<file path="config.mk">
export PLATFORM = sky130hd
export DESIGN_NAME = puf_response_multisample
export DESIGN_NICKNAME = d
export VERILOG_FILES = /design/src/rtl/puf_response_multisample.sv
export SDC_FILE = /design/constraint.sdc
export NUM_CORES = 1
export LEC_CHECK = 0
export CAP_MARGIN = 20
export CORE_MARGIN = 4
export CORE_UTILIZATION = 50
export DETAILED_ROUTE_END_ITERATION = 8
export PLACE_DENSITY = 0.74
export REMOVE_ABC_BUFFERS = 1
export SLEW_MARGIN = 15
export SYNTH_ARGS = -nofsm -noshare
export SYNTH_HDL_FRONTEND = slang
export SYNTH_SLANG_ARGS = --single-unit
</file>
<file path="constraint.sdc">
create_clock -name clk -period 2.1 [get_ports clk]
set_input_delay 0.42 -clock clk [delete_from_list [all_inputs] [get_ports clk]]
set_output_delay 0.42 -clock clk [all_outputs]
set_load 0.005 [all_outputs]
</file>
<file path="src/rtl/puf_response_multisample.sv">
// Majority-voting PUF response collector: votes SAMPLES responses per chunk and
// concatenates CHUNKS voted words into n_auth. Optional macro: PUF_UNSTABLE_COUNT_EN.
module puf_response_multisample #(
    parameter  int RESP_W  = 16,
    parameter  int SAMPLES = 5,
    parameter  int CHUNKS  = 2,
    localparam int OUT_W   = RESP_W * CHUNKS,
    localparam int CNT_W   = $clog2(SAMPLES + 1),
    localparam int UB_W    = $clog2(OUT_W + 1)
) (
    input  logic              clk,
    input  logic              rst_n,
    input  logic              start,
    input  logic              abort,
    input  logic [RESP_W-1:0] puf_response,
    input  logic              resp_valid,
    output logic              resp_ready,
    output logic [OUT_W-1:0]  n_auth,
    output logic              n_auth_valid,
    input  logic              n_auth_ack,
    output logic              busy,
    output logic [UB_W-1:0]   unstable_bits
);

    localparam int CH_W = (CHUNKS > 1) ? $clog2(CHUNKS) : 1;

    typedef enum logic [1:0] {IDLE, COLLECT, DONE} state_t;

    state_t            state, state_next;
    logic [CNT_W-1:0]  ones [RESP_W];
    logic [CNT_W-1:0]  sample_cnt;
    logic [CH_W-1:0]   chunk_cnt;
    logic [OUT_W-1:0]  assembly;
    logic [OUT_W-1:0]  assembly_next;
    logic [RESP_W-1:0] voted;
    logic              accept;
    logic              last_sample;
    logic              last_chunk;
    logic              begin_run;

    assign resp_ready   = (state == COLLECT);
    assign n_auth_valid = (state == DONE);
    assign busy         = (state != IDLE);

    // abort wins over both accept and ack, so it gates every state-changing event
    assign accept      = (state == COLLECT) && resp_valid && !abort;
    assign begin_run   = (state == IDLE) && start && !abort;
    assign last_sample = (sample_cnt == CNT_W'(SAMPLES - 1));
    assign last_chunk  = (chunk_cnt == CH_W'(CHUNKS - 1));

    always_ff @(posedge clk or negedge rst_n) begin
        if (!rst_n) state <= IDLE;
        else        state <= state_next;
    end

    always_comb begin
        state_next = state;
        case (state)
            IDLE:    if (begin_run) state_next = COLLECT;
            COLLECT: begin
                if (abort)                                     state_next = IDLE;
                else if (accept && last_sample && last_chunk)  state_next = DONE;
            end
            DONE:    if (abort || n_auth_ack) state_next = IDLE;
            default: state_next = IDLE;
        endcase
    end

    // The closing sample is folded in combinationally so the vote sees all SAMPLES bits
    always_comb begin
        voted         = '0;
        assembly_next = assembly;
        for (int i = 0; i < RESP_W; i++)
            voted[i] = (ones[i] + CNT_W'(puf_response[i])) > CNT_W'(SAMPLES / 2);
        assembly_next[int'(chunk_cnt) * RESP_W +: RESP_W] = voted;
    end

    always_ff @(posedge clk or negedge rst_n) begin
        if (!rst_n) begin
            for (int i = 0; i < RESP_W; i++) ones[i] <= '0;
            sample_cnt <= '0;
            chunk_cnt  <= '0;
            assembly   <= '0;
            n_auth     <= '0;
        end else if (begin_run) begin
            for (int i = 0; i < RESP_W; i++) ones[i] <= '0;
            sample_cnt <= '0;
            chunk_cnt  <= '0;
            assembly   <= '0;
        end else if (accept) begin
            if (last_sample) begin
                for (int i = 0; i < RESP_W; i++) ones[i] <= '0;
                sample_cnt <= '0;
                assembly   <= assembly_next;
                chunk_cnt  <= last_chunk ? '0 : chunk_cnt + CH_W'(1);
                if (last_chunk) n_auth <= assembly_next;
            end else begin
                for (int i = 0; i < RESP_W; i++) ones[i] <= ones[i] + CNT_W'(puf_response[i]);
                sample_cnt <= sample_cnt + CNT_W'(1);
            end
        end
    end

`ifdef PUF_UNSTABLE_COUNT_EN
    logic [UB_W-1:0]  unstable_acc;
    logic [UB_W-1:0]  chunk_unstable;
    logic [CNT_W-1:0] final_cnt;

    // A bit is unstable when its samples were not unanimous
    always_comb begin
        chunk_unstable = '0;
        final_cnt      = '0;
        for (int i = 0; i < RESP_W; i++) begin
            final_cnt = ones[i] + CNT_W'(puf_response[i]);
            if (final_cnt != '0 && final_cnt != CNT_W'(SAMPLES))
                chunk_unstable = chunk_unstable + UB_W'(1);
        end
    end

    always_ff @(posedge clk or negedge rst_n) begin
        if (!rst_n) begin
            unstable_acc  <= '0;
            unstable_bits <= '0;
        end else if (begin_run) begin
            unstable_acc <= '0;
        end else if (accept && last_sample) begin
            unstable_acc <= unstable_acc + chunk_unstable;
            if (last_chunk) unstable_bits <= unstable_acc + chunk_unstable;
        end
    end
`else
    assign unstable_bits = '0;
`endif

endmodule

</file>
==> flow_metrics.tcl, run 1 <==
set metrics [dict create \
    ys_ff_latch 102 \
    pre_cts_ws_ps -296 \
    path_max_fanout 9 \
    synthCells 377 \
    totalNegativeSetupSlack_ps 0 \
    synth_edf_count 0 \
    fin_area_sq_um 5640 \
    drt_iter0_drc 109 \
    antenna_found_initial 0 \
    reg2reg_slack_ps 160 \
    max-slew-margin-rel 0.645 \
    wl_per_cell_um 17.3 \
    initial_core_util 0.511 \
    rsz0062_at_grt "false" \
    synth.avg_cell_area_sq_um 12.4 \
    core_area_sq_um 9150 \
    clk_pin_slew_ps 100 \
    hold_buffers 0 \
    fin_nets 495 \
    critPathArrivalTime_ps 1620 \
    dieArea_sq_um 11000 \
    cts_inserted_buffers 9 \
    leakage_uw 0.00303 \
    finalCritPeriodShare 0.972 \
    cp-end-kind "output port" \
    grt_max_degree 103 \
    grtUsageTotal 0.184 \
    finalHoldViolCount 0 \
    io_pins 63 \
    yosys_warnings 0 \
    drcViolationCount 0 \
    power-per-cell-area_nw_per_um2 675 \
    ys_seq_area_frac 0.546 \
    drt-pass1-iter-count 4 \
    grt_pass1_wl_um 16300 \
    rows 35 \
    min_period_ps 2040 \
    synth_area_leader_cell "dfrtp_1" \
    path_class "flip-flop to output port" \
    fp.dieW_um 105 \
    clock.fmax_mhz 490 \
    post_dp_cell_area_sq_um 5440 \
    critical_path_required_ps 1680 \
    max-vdd-ir-drop_uv 420 \
    gp_congestion 0.760 \
    outcome "complete, no violations" \
    synth_ff_type "dfrtp_1" \
    cts_root_buffer "clkbuf_8" \
    dpl.hpwl_um 6160 \
    gr-total-overflow 0 \
    fin_ws_ps 58.1 \
    worst_hold_slack_ps 92.4 \
    async_reset_ff_frac 1.00 \
    cts.path.max_buffers 2 \
    via_count 3146 \
    worstHoldPathType "primary input to async pin" \
    synth_area_sq_um 4670 \
    worst-r2r-cell-count 7 \
    worstMarginPinSlew_ps 533 \
    drv_slew 0 \
    synth_area_leaders "dfrtp_1 55%, ha_1 9.1%, a22o_1 6.2%, a21o_1 5.1%, mux2_2 3.9%" \
    skew_ps 10.6 \
    drive_above_1_share 0.120 \
    worst_setup_path_start_kind "flip-flop" \
    ant_nets 0 \
    fillers 736 \
    final_core_util 0.616 \
    synth_top_area_frac 0.546 \
    die_h_um 105 \
    maxCapViolations 0 \
    diodes 0 \
    wl_um 9560 \
    worstSkewPairLatency_ps 370 \
    htreeDepth 3 \
    portBuffers 56 \
    setup.worst_path.start "state[1]" \
    syn_to_final_growth_pct 20.6 \
    clock_sinks 102 \
    reg2reg_from "state[1]" \
    viasPerCell 5.68 \
    timing.rr.end "assembly[15]" \
    grt_pass1_vias 3299 \
    setup_viol 0 \
    cts_tree "done" \
    synth_cell_types 33 \
]
==> state kept, by name, summed over array words and instances, names as in the netlist <==
signal and count:
n_auth 32, state 2, chunk_cnt 1, assembly 16
sample_cnt 3, ones 48
==> layer usage <==
| metal | global-route usage | wire, um | vias to the layer above |
|---|---|---|---|
| met5 | 0 | 0 | - |
| met4 | 0.0412 | 109 | 0 |
| met3 | 0.0451 | 365 | 9 |
| met2 | 0.306 | 4440 | 59 |
| met1 | 0.246 | 4650 | 1592 |
| li1 | - | - | 1486 |
==> where the power goes <==
part | total (uW) | leakage, uW | internal (uW) | switching (uW)
Clock | 1230 | 0.0000888 | 548 | 679
Sequential | 2110 | 0.00141 | 2050 | 56.8
Combinational | 472 | 0.00153 | 225 | 247
Total | 3800 | 0.00303 | 2820 | 983
==> cell type report <==
type | instances | area (sq um) | share of cell area
sequential | 102 | 2550 | 0.453
timing repair buffer | 73 | 761 | 0.135
clock buffer | 10 | 128 | 0.0226
inverter | 4 | 15.0 | 0.00266
tap | 111 | 139 | 0.0246
multi-input combinational | 249 | 1980 | 0.352
clock inverter | 5 | 58.8 | 0.0104
==> repair_timing <==
action,CTS,global route
setup endpoints to repair,0,17
gates resized for setup,0,2
endpoints found under the hold margin,0,0
buffers inserted,0,0
==> through the flow <==
step / power, uW / std cells
after detailed placement: 2620 / 539
after global placement: 2590 / 539
final: 3800 / 554
after floorplan: 2400 / 355
after global routing: 3980 / 554
after CTS: 3840 / 554
==> Yosys cell counts, types with 2 or more instances <==
cell	count
dfrtp_1	102
a22o_1	33
nor2_1	19
buf_6	2
nor3b_1	16
buf_2	8
clkbuf_1	11
a21o_1	32
o21ai_0	17
nor2b_1	4
buf_4	6
xor2_1	16
mux2_2	16
o31ai_1	2
inv_1	4
a21oi_1	20
o2bb2ai_1	16
nand2_1	5
ha_1	34
==> cell usage in the layout, fill, tap and decap left out, types with 6 or more instances in the layout <==
cell	n
xor2_1	16
buf_4	12
buf_12	6
ha_1	34
a22o_1	33
clkbuf_8	9
dfrtp_1	101
a21o_1	32
nor3b_1	16
nor2_1	19
conb_1	6
a21oi_1	20
o2bb2ai_1	16
clkdlybuf4s50_1	55
mux2_2	16
o21ai_0	17
==> critical path, cell delays in order (launching register included) <==
cell and delay (ps):
dfrtp_2 480, or2_2 330, clkdlybuf4s50_1 460
==> logic make-up after synthesis <==
group	Yosys count	synth area share
AO/OA/AOI/OAI	124	0.194
XOR/XNOR	16	0.0300
adder cells (fa/ha/maj)	34	0.0910
buffers and inverters	31	0.0351
flip-flops	102	0.546
multiplexers	16	0.0386
other	1	0.000802
AND/OR/NAND/NOR	53	0.0640
==> how the worst max path moves through the flow <==
| stage | to | slack, ps | depth (start not counted) |
|---|---|---|---|
| after detailed placement | assembly[3] | -300 | 8 |
| after CTS | busy | 40 | 2 |
| after global routing | busy | 10 | 2 |
| after floorplan | assembly[0] | -1220 | 4 |
| final | busy | 60 | 2 |
| after global placement | assembly[14] | -260 | 8 |
Power figures use the tool's default switching activity.
==> run 2: changes to the inputs <==
Settings changed: SKIP_CTS_REPAIR_TIMING from default to 1.
==> results of run 2 <==
Same layout as run 1: the final DEF is identical, and so are final timing and power.
